File: src/rtl/ram_arb_pkg.sv
// ram_arb_pkg
//   Shared types and constants for the ram_arb front end.
//   - state_t : power-state FSM encoding (RUN / SLP / WAKE)
//   - IDLE_W  : idle counter width, wide enough for the largest legal
//               IDLE_CYC value (255)
package ram_arb_pkg;

  typedef enum logic [1:0] {
    RUN  = 2'd0,
    SLP  = 2'd1,
    WAKE = 2'd2
  } state_t;

  localparam int IDLE_W = 8;

endpackage

File: src/rtl/ram_arb_if.sv
// ram_arb_if
//   Bundles the requester handshake, the RAM port and the sleep strobe of
//   ram_arb.
//   Requester side : REQ0/1, WR0/1, A0/1, D0/1 in; GNT0/1, RVALID0/1, RDATA out
//   RAM side       : RAM_EN, RAM_WR, RAM_A, RAM_D out; RAM_Q in
//   Power          : SLEEP out
//   slave  modport : used by ram_arb itself
//   master modport : used by whatever drives the requests and models the RAM
interface ram_arb_if #(
  parameter int AW = 2,
  parameter int DW = 3
);

  logic          REQ0, REQ1;
  logic          WR0, WR1;
  logic [AW-1:0] A0, A1;
  logic [DW-1:0] D0, D1;
  logic          GNT0, GNT1;
  logic          RVALID0, RVALID1;
  logic [DW-1:0] RDATA;
  logic          RAM_EN, RAM_WR;
  logic [AW-1:0] RAM_A;
  logic [DW-1:0] RAM_D;
  logic [DW-1:0] RAM_Q;
  logic          SLEEP;

  modport slave (
    input  REQ0, REQ1, WR0, WR1, A0, A1, D0, D1, RAM_Q,
    output GNT0, GNT1, RVALID0, RVALID1, RDATA,
           RAM_EN, RAM_WR, RAM_A, RAM_D, SLEEP
  );

  modport master (
    output REQ0, REQ1, WR0, WR1, A0, A1, D0, D1, RAM_Q,
    input  GNT0, GNT1, RVALID0, RVALID1, RDATA,
           RAM_EN, RAM_WR, RAM_A, RAM_D, SLEEP
  );

endinterface

File: src/rtl/ram_arb_rr_arb2.sv
// rr_arb2
//   Two-way round-robin arbiter, at most one grant per cycle.
//   CLK, RST : clock and asynchronous active-high reset
//   req[1:0] : request vector
//   en       : grants allowed this cycle (combinational gate)
//   gnt[1:0] : one-hot grant (combinational)
//   On a tie the requester that was not granted last wins. last resets to 1
//   so requester 0 takes the first tie.
module rr_arb2 (
  input  logic       CLK,
  input  logic       RST,
  input  logic [1:0] req,
  input  logic       en,
  output logic [1:0] gnt
);

  logic last;

  always_comb begin
    gnt = 2'b00;
    if (en) begin
      case (req)
        2'b01:   gnt = 2'b01;
        2'b10:   gnt = 2'b10;
        2'b11:   gnt = last ? 2'b01 : 2'b10;
        default: gnt = 2'b00;
      endcase
    end
  end

  always_ff @(posedge CLK or posedge RST) begin
    if (RST) begin
      last <= 1'b1;
    end else if (|gnt) begin
      last <= gnt[1];
    end
  end

endmodule

File: src/rtl/ram_arb.sv
// ram_arb
//   Two-requester front end for the single-port synchronous low-power RAM.
//   CLK, RST : clock and asynchronous active-high reset
//   bus      : ram_arb_if.slave carrying the requester handshake
//              (REQ/WR/A/D in, GNT/RVALID/RDATA out), the RAM port
//              (RAM_EN/WR/A/D out, RAM_Q in) and the SLEEP strobe.
//   Requests are granted round-robin in RUN. After IDLE_CYC idle cycles the
//   block parks in SLP (SLEEP=1); a request then passes through one WAKE
//   recovery cycle before it can be granted.
module ram_arb
  import ram_arb_pkg::*;
#(
  parameter int AW       = 2,
  parameter int DW       = 3,
  parameter int IDLE_CYC = 8
) (
  input  logic CLK,
  input  logic RST,
  ram_arb_if.slave bus
);

  localparam logic [IDLE_W-1:0] IDLE_LAST = IDLE_W'(IDLE_CYC - 1);
  localparam logic [IDLE_W-1:0] CNT_ONE   = IDLE_W'(1);

  state_t            state, state_nxt;
  logic [IDLE_W-1:0] idle_cnt, idle_cnt_nxt;
  logic              any_req;
  logic              arb_en;
  logic [1:0]        gnt;
  logic              rvalid0_q, rvalid1_q;
  logic              sleep_q;

  assign any_req = bus.REQ0 | bus.REQ1;

  // Gating on RST keeps every combinational output at 0 while reset is held.
  assign arb_en = (state == RUN) && !RST;

  rr_arb2 u_rr_arb2 (
    .CLK (CLK),
    .RST (RST),
    .req ({bus.REQ1, bus.REQ0}),
    .en  (arb_en),
    .gnt (gnt)
  );

  // A request in the counter's final cycle still counts as activity, so it
  // cancels the sleep entry and is granted in that same cycle.
  always_comb begin
    state_nxt    = state;
    idle_cnt_nxt = idle_cnt;
    case (state)
      RUN: begin
        if (any_req) begin
          idle_cnt_nxt = '0;
        end else begin
          if (idle_cnt == IDLE_LAST) state_nxt = SLP;
          if (idle_cnt != '1) idle_cnt_nxt = idle_cnt + CNT_ONE;
        end
      end
      SLP: begin
        if (any_req) state_nxt = WAKE;
      end
      WAKE: begin
        state_nxt    = RUN;
        idle_cnt_nxt = '0;
      end
      default: begin
        state_nxt    = RUN;
        idle_cnt_nxt = '0;
      end
    endcase
  end

  // SLEEP is registered from the next state so it is high exactly while in SLP.
  always_ff @(posedge CLK or posedge RST) begin
    if (RST) begin
      state     <= RUN;
      idle_cnt  <= '0;
      sleep_q   <= 1'b0;
      rvalid0_q <= 1'b0;
      rvalid1_q <= 1'b0;
    end else begin
      state     <= state_nxt;
      idle_cnt  <= idle_cnt_nxt;
      sleep_q   <= (state_nxt == SLP);
      rvalid0_q <= gnt[0] & ~bus.WR0;
      rvalid1_q <= gnt[1] & ~bus.WR1;
    end
  end

  // RAM port follows the granted requester and idles at all-zero otherwise.
  always_comb begin
    bus.RAM_WR = 1'b0;
    bus.RAM_A  = '0;
    bus.RAM_D  = '0;
    if (gnt[0]) begin
      bus.RAM_WR = bus.WR0;
      bus.RAM_A  = bus.A0;
      bus.RAM_D  = bus.D0;
    end else if (gnt[1]) begin
      bus.RAM_WR = bus.WR1;
      bus.RAM_A  = bus.A1;
      bus.RAM_D  = bus.D1;
    end
  end

  assign bus.GNT0    = gnt[0];
  assign bus.GNT1    = gnt[1];
  assign bus.RAM_EN  = |gnt;
  assign bus.RVALID0 = rvalid0_q;
  assign bus.RVALID1 = rvalid1_q;
  assign bus.SLEEP   = sleep_q;
  assign bus.RDATA   = RST ? '0 : bus.RAM_Q;

endmodule

File: src/flat_wrapper.sv
// flat-port wrapper written by rule: the top's interface ports become plain ports
module ram_arb_flat import ram_arb_pkg::*;
#(
  parameter int AW       = 2,
  parameter int DW       = 3,
  parameter int IDLE_CYC = 8
)
  (CLK, RST, bus_REQ0, bus_REQ1, bus_WR0, bus_WR1, bus_A0, bus_A1, bus_D0, bus_D1, bus_RAM_Q, bus_GNT0, bus_GNT1, bus_RVALID0, bus_RVALID1, bus_RDATA, bus_RAM_EN, bus_RAM_WR, bus_RAM_A, bus_RAM_D, bus_SLEEP);
  ram_arb_if #(.AW(AW), .DW(DW)) bus_i ();
  input  logic CLK;
  input  logic RST;
  input wire logic [$bits(bus_i.REQ0)-1:0] bus_REQ0;
  input wire logic [$bits(bus_i.REQ1)-1:0] bus_REQ1;
  input wire logic [$bits(bus_i.WR0)-1:0] bus_WR0;
  input wire logic [$bits(bus_i.WR1)-1:0] bus_WR1;
  input wire logic [$bits(bus_i.A0)-1:0] bus_A0;
  input wire logic [$bits(bus_i.A1)-1:0] bus_A1;
  input wire logic [$bits(bus_i.D0)-1:0] bus_D0;
  input wire logic [$bits(bus_i.D1)-1:0] bus_D1;
  input wire logic [$bits(bus_i.RAM_Q)-1:0] bus_RAM_Q;
  output wire logic [$bits(bus_i.GNT0)-1:0] bus_GNT0;
  output wire logic [$bits(bus_i.GNT1)-1:0] bus_GNT1;
  output wire logic [$bits(bus_i.RVALID0)-1:0] bus_RVALID0;
  output wire logic [$bits(bus_i.RVALID1)-1:0] bus_RVALID1;
  output wire logic [$bits(bus_i.RDATA)-1:0] bus_RDATA;
  output wire logic [$bits(bus_i.RAM_EN)-1:0] bus_RAM_EN;
  output wire logic [$bits(bus_i.RAM_WR)-1:0] bus_RAM_WR;
  output wire logic [$bits(bus_i.RAM_A)-1:0] bus_RAM_A;
  output wire logic [$bits(bus_i.RAM_D)-1:0] bus_RAM_D;
  output wire logic [$bits(bus_i.SLEEP)-1:0] bus_SLEEP;
  assign bus_i.REQ0 = bus_REQ0;
  assign bus_i.REQ1 = bus_REQ1;
  assign bus_i.WR0 = bus_WR0;
  assign bus_i.WR1 = bus_WR1;
  assign bus_i.A0 = bus_A0;
  assign bus_i.A1 = bus_A1;
  assign bus_i.D0 = bus_D0;
  assign bus_i.D1 = bus_D1;
  assign bus_i.RAM_Q = bus_RAM_Q;
  assign bus_GNT0 = bus_i.GNT0;
  assign bus_GNT1 = bus_i.GNT1;
  assign bus_RVALID0 = bus_i.RVALID0;
  assign bus_RVALID1 = bus_i.RVALID1;
  assign bus_RDATA = bus_i.RDATA;
  assign bus_RAM_EN = bus_i.RAM_EN;
  assign bus_RAM_WR = bus_i.RAM_WR;
  assign bus_RAM_A = bus_i.RAM_A;
  assign bus_RAM_D = bus_i.RAM_D;
  assign bus_SLEEP = bus_i.SLEEP;
  ram_arb #(.AW(AW), .DW(DW), .IDLE_CYC(IDLE_CYC)) u_core (.CLK(CLK), .RST(RST), .bus(bus_i));
endmodule
File: config.mk
export PLATFORM = sky130hd
export DESIGN_NAME = ram_arb_flat
export DESIGN_NICKNAME = d
export VERILOG_FILES = /design/src/rtl/ram_arb_pkg.sv /design/src/rtl/ram_arb_if.sv /design/src/rtl/ram_arb_rr_arb2.sv /design/src/rtl/ram_arb.sv /design/src/flat_wrapper.sv
export SDC_FILE = /design/constraint.sdc
export NUM_CORES = 1
export LEC_CHECK = 0
export BUFFER_PORTS_ARGS = -buffer_cell sky130_fd_sc_hd__buf_2
export CORE_MARGIN = 3
export CORE_UTILIZATION = 42
export DETAILED_ROUTE_END_ITERATION = 12
export HOLD_SLACK_MARGIN = 0.15
export PLACE_DENSITY = 0.83
export SETUP_SLACK_MARGIN = 0.1
export SYNTH_ARGS = -nofsm -noshare
export SYNTH_HDL_FRONTEND = slang
export SYNTH_SLANG_ARGS = --single-unit
File: constraint.sdc
create_clock -name CLK -period 1.5 [get_ports CLK]
set_input_delay 0.45 -clock CLK [delete_from_list [all_inputs] [get_ports CLK]]
set_output_delay 0.45 -clock CLK [all_outputs]
set_load 0.005 [all_outputs]
==> reports/qor.csv, run 1 <==
stage;metric;value;unit
clock_network;# H-tree levels;1;
sta;slew at the pin closest to its max-slew limit;0.340;ns
route;WL/cell;16.4;um
yosys;Seq cells post-synth;14;
sta;setup tns final;-3.24;ns
placed_design;DP Worst Slack;-0.392;ns
route;via count;918;
setup_path;WP data arrival;1.46;ns
setup_path;crit path to;bus_RAM_A[1];
pwr;PwrDens;666;mW/mm2
floorplan;chip height;50.2;um
setup_path;WP data required;1.05;ns
placed_design;dpl cell area;0.00107;mm2
clock_network;Worst-path clk slew;0.09;ns
sta;Slew HR;77.3;%
yosys;Post-Syn Area per Cell;9.76;um2
floorplan;Initial Util;46.0;%
floorplan;DIE WIDTH;50.2;um
layout;post-layout util;71.4;%
setup_path;reg2reg path depth;6;
layout;n_diodes;0;
sta;Final Critical Period;1.91;ns
layout;post-route insts no fill;160;
pwr;Pwr Total;0.848;mW
sta;Final period util;127;%
layout;net count reported at finish;156;
pwr;Max IR drop VDD;571;uV
clock_network;TritonCTS Sinks;14;
placed_design;GP Congestion;0.777;
setup_path;r2r setup slk;0;ns
route;Final ANT Viol Nets;0;
route;DR pass1 iterations;4;
floorplan;Top-Level Pins;34;
sta;fmax;524;MHz
sta;Worst Slack Setup Final;-0.407;ns
placed_design;PortBufs;33;
flow_run;Max-Cap Viols;0;
yosys;ys async rst share;100;%
setup_path;r2r endpoint;u_core.idle_cnt[2];
clock_network;root buffer cell;clkbuf_4;
clock_network;worst-skew pair later-pin latency;0.29;ns
yosys;Synth Instances;84;
yosys;synth warn;0;
global_routing;grt ovf;0;
layout;final instance area;0.00127;mm2
placed_design;placed insts;146;
placed_design;hpwl dp;1.71;mm
layout;commonest non-fill, non-tap cell in the layout;buf_2;
clock_network;CTS max path bufs;2;
setup_path;critical path capture point type;output port;
min_path;worst min path class;in2async;
yosys;Post-Syn Nets;104;
setup_path;worst r2r src;u_core.state[0];
global_routing;first-pass GRT wire length;4.10;mm
setup_path;crit path from;u_core.state[1];
floorplan;# rows;15;
clock_network;CTS Buf Count;3;
global_routing;initial antenna violation count;0;
sta;final hold vios;0;
floorplan;die area;0.00252;mm2
sta;Clock Skew;0.00358;ns
global_routing;vias in the first global route;879;
clock_network;CTS tree;done;
yosys;Distinct cells, synth;36;
yosys;Seq/Total Area, Yosys;42.9;%
global_routing;pin count of the biggest net entering global routing;15;
floorplan;core area;0.00178;mm2
sta;Final Max Slew Viols;0;
outcome;outcome;complete, but fails checks;
sta;final hold slack;0.281;ns
pwr;Leakage;0.603;nW
sta;unrepaired setup endpoints after global routing;yes;
global_routing;GRT Util Overall;21.8;%
layout;Layout area overhead;55.3;%
setup_path;kind of critical path;reg2out;
route;Initial DRC Count;23;
yosys;Synth Cell Area;820;um2
setup_path;Max Fanout on Critical Path;8;
route;drt total wl;2.62;mm
setup_path;critical path launch point type;register;
layout;most frequent cells in the layout;buf_2 (31), buf_4 (12), dfrtp_1 (12);
sta;final setup violation count;10;
yosys;ys flop type;dfrtp_1;
route;routed vias/inst;5.74;
route;number of remaining DRC errors;0;
outcome;violated checks;setup timing;
yosys;EDFF count, synth;0;
layout;layout cells sized above 1;52.6;%
## kinds of logic (layout without fill, tap and decap cells)
kind of cell / Yosys count / count (layout) / share of synthesized area (%)
buffers and inverters: 7 / 58 / 3.51
adders and majority gates: 1 / 1 / 1.53
muxes: 1 / 1 / 1.22
and+or+nand+nor: 34 / 34 / 25.8
AOI/OAI and AO/OA: 27 / 27 / 25.0
DFF: 14 / 14 / 42.9
## critical path: stages (launching register included)
cell,delay (ns)
dfrtp_2,0.43
nor3_4,0.21
and3_4,0.27
a22o_1,0.14
buf_2,0.11
## synthesized netlist by cell type (all sizes together), types with 3 or more instances
master  number  area share [%]
a21oi        4             2.4
nor2b        7             5.3
nand2        3             1.4
and3         3             2.3
a22o         6             6.4
dfrtp       13              40
nor4         4             4.9
inv          4             1.8
nor2         4             1.8
nand3        3             1.8
a31oi        3             2.3
## routing by layer
layer	vias to the layer above	wire length [um]	track usage [%]
li1	425	-	-
met1	428	949	26.6
met2	55	1380	37.0
met3	10	201	3.86
met4	0	92	10.1
met5	-	0	0
## flip-flops by register name (all words and copies together) (netlist names)
name                   count
u_core.bus.RVALID1         1
u_core.bus.SLEEP           1
u_core.u_rr_arb2.last      1
u_core.idle_cnt            8
u_core.state               2
u_core.bus.RVALID0         1
## cell type report
type	instances	area [um2]
Clock buffer	4	36.3
Fill cell	121	510
Sequential cell	14	353
Timing Repair Buffer	50	333
Tap cell	25	31.3
Multi-Input combinational cell	63	504
Inverter	4	15.0
## how the worst min path moves through the flow
stage | from | to | slack, ns | cells past startpoint
finish | RST | u_core.state[0] | 0.28 | 4
global route | RST | u_core.idle_cnt[1] | 0.30 | 4
CTS | RST | u_core.idle_cnt[3] | 0.31 | 4
detailed placement | u_core.idle_cnt[0] | u_core.idle_cnt[0] | 0.50 | 1
global placement | u_core.idle_cnt[0] | u_core.idle_cnt[0] | 0.49 | 1
floorplan | RST | u_core.bus.RVALID0 | 0.34 | 1
## power by group
part	switching [mW]	internal, mW
sequential	0.00665	0.389
combinational	0.0731	0.0934
clock	0.137	0.148
total	0.217	0.630
## timing repair
action,in CTS,in global routing
setup buffers,7,4
pin swaps,9,4
endpoints found under the setup margin,17,20
hold buffers,0,0
gates resized for setup,14,6
(Power assumes the default switching activity.)
==> run 2, diff against run 1 <==
--- a/config.mk
+++ b/config.mk
@@ -10,6 +10,7 @@
 export CORE_UTILIZATION = 42
 export DETAILED_ROUTE_END_ITERATION = 12
 export HOLD_SLACK_MARGIN = 0.15
+export MAX_ROUTING_LAYER = met4
 export PLACE_DENSITY = 0.83
 export SETUP_SLACK_MARGIN = 0.1
 export SYNTH_ARGS = -nofsm -noshare
==> reports/qor.csv, run 2 (synthesis gave the netlist of run 1 again) <==
stage;metric;value;unit
global_routing;initial antenna violation count;0;
clock_network;root buffer cell;clkbuf_4;
placed_design;placed insts;146;
route;Initial DRC Count;31;
clock_network;# H-tree levels;1;
sta;final setup violation count;10;
pwr;PwrDens;664;mW/mm2
layout;net count reported at finish;155;
clock_network;CTS tree;done;
flow_run;Max-Cap Viols;0;
sta;Worst Slack Setup Final;-0.409;ns
route;number of remaining DRC errors;0;
pwr;Leakage;0.599;nW
setup_path;WP data required;1.05;ns
setup_path;slowest stage delay, CP;0.43;ns
setup_path;crit path from;u_core.state[1];
floorplan;Top-Level Pins;34;
placed_design;hpwl dp;1.71;mm
route;via count;938;
layout;n_diodes;0;
floorplan;die area;0.00252;mm2
setup_path;Buf/Inv on CP;1;
sta;Slew HR;78.1;%
route;DR pass1 iterations;4;
placed_design;PortBufs;33;
sta;Clock Skew;0.00450;ns
setup_path;kind of critical path;reg2out;
route;Final ANT Viol Nets;0;
outcome;violated checks;setup timing;
layout;max reg flops;8;
layout;layout cells sized above 1;53.0;%
global_routing;pin count of the biggest net entering global routing;15;
setup_path;Critical-path top delay cell;dfrtp_2;
clock_network;worst-skew pair later-pin latency;0.29;ns
route;routed vias/inst;5.90;
setup_path;Top Family by Delay on Critical Path;simple AND/OR/NAND/NOR gates;
floorplan;core area;0.00178;mm2
global_routing;GRT Util Overall;22.5;%
floorplan;DIE WIDTH;50.2;um
clock_network;CTS max path bufs;2;
floorplan;Initial Util;46.0;%
global_routing;first-pass GRT wire length;4.11;mm
route;drt total wl;2.69;mm
pwr;Max IR drop VDD;569;uV
global_routing;grt ovf;0;
clock_network;# hold bufs at CTS;0;
sta;fmax;524;MHz
layout;most frequent cells in the layout;buf_2 (31), buf_4 (12), dfrtp_1 (12);
sta;Final Critical Period;1.91;ns
setup_path;worst r2r src;u_core.state[0];
outcome;outcome;complete, but fails checks;
setup_path;crit-path cells;nor3_4 > and3_4 > a22o_1 > buf_2;
clock_network;Worst-path clk slew;0.09;ns
sta;Final period util;127;%
global_routing;vias in the first global route;873;
route;WL/cell;16.9;um
setup_path;Max Fanout on Critical Path;8;
sta;setup tns final;-3.28;ns
sta;Final Max Slew Viols;0;
layout;commonest non-fill, non-tap cell in the layout;buf_2;
sta;unrepaired setup endpoints after global routing;yes;
layout;post-route insts no fill;159;
setup_path;critical path capture point type;output port;
layout;fill count;122;
layout;Layout area overhead;55.6;%
sta;final hold vios;0;
clock_network;CTS Buf Count;3;
min_path;worst min path class;in2async;
floorplan;# rows;15;
setup_path;critical path launch point type;register;
placed_design;GP Congestion;0.788;
layout;Regs by FF count;u_core.idle_cnt: 8 flops, u_core.state: 2 flops;
setup_path;r2r setup slk;0;ns
layout;largest register by flop count;u_core.idle_cnt;
clock_network;TritonCTS Sinks;14;
setup_path;WP data arrival;1.46;ns
floorplan;chip height;50.2;um
sta;slew at the pin closest to its max-slew limit;0.329;ns
run 2: cell count changes in the layout (fill, tap and decap cells not counted):
cell / before / now
buf_6: 6 / 5
o31ai_1: 2 / 1
o31ai_4: 0 / 1
run 2: cell type report:
cell class,instances,area [um2],area share [%]
repair buffers,49,322,25.2
multi-input cells,63,518,40.6
flip-flops and latches,14,353,27.7
inverters,4,15.0,1.18
well taps,25,31.3,2.45
clock buffers,4,36.3,2.85
run 2: routing by layer:
layer	part of all wire [%]	track usage, %
met5	0	-
met4	4.0	10.1
met3	7.7	3.86
met2	53	36.5
met1	35	27.2
run 2: worst paths after layout:
kind | depth (start not counted) | to
max in group asynchronous | 4 | u_core.u_rr_arb2.last
hold reg to reg | 1 | u_core.idle_cnt[0]
hold / removal | 4 | u_core.state[0]
setup / recovery | 4 | bus_RAM_A[1]
min in group CLK | 2 | u_core.bus.RVALID1
setup reg to reg | 6 | u_core.idle_cnt[2]
run 2: power by group:
| group | total, mW | internal (mW) | switching, mW |
|---|---|---|---|
| Combinational | 0.166 | 0.0921 | 0.0736 |
| Clock | 0.285 | 0.148 | 0.137 |
| Sequential | 0.395 | 0.389 | 0.00637 |
| Total | 0.846 | 0.629 | 0.217 |
run 2: worst reg2reg max path, delay by kind of cell (launching register included):
kind / cells / cell delay (ns)
flip-flops: 1 / 0.44
AND/OR/NAND/NOR: 2 / 0.29
buffers and inverters: 3 / 0.46
AO/OA/AOI/OAI: 1 / 0.24
run 2: timing repair:
| action | in CTS | in global routing |
|---|---|---|
| pin swaps | 9 | 4 |
| endpoints found under the setup margin | 17 | 20 |
| buffers inserted | 7 | 3 |
| gates resized for setup | 14 | 7 |
run 2: metrics by stage:
| step | power, mW | utilization, % | hold slack [ns] | area [um2] | worst slack (ns) |
|---|---|---|---|---|---|
| floorplan | 0.467 | - | 0.338 | 850 | -0.0112 |
| global placement | 0.526 | 60.1 | 0.489 | 1070 | -0.314 |
| detailed placement | 0.532 | 60.1 | 0.500 | 1070 | -0.392 |
| CTS | 0.826 | 68.8 | 0.313 | 1230 | -0.398 |
| global route | 0.881 | 71.5 | 0.302 | 1270 | -0.481 |
| finish | 0.846 | 71.5 | 0.279 | 1270 | -0.409 |
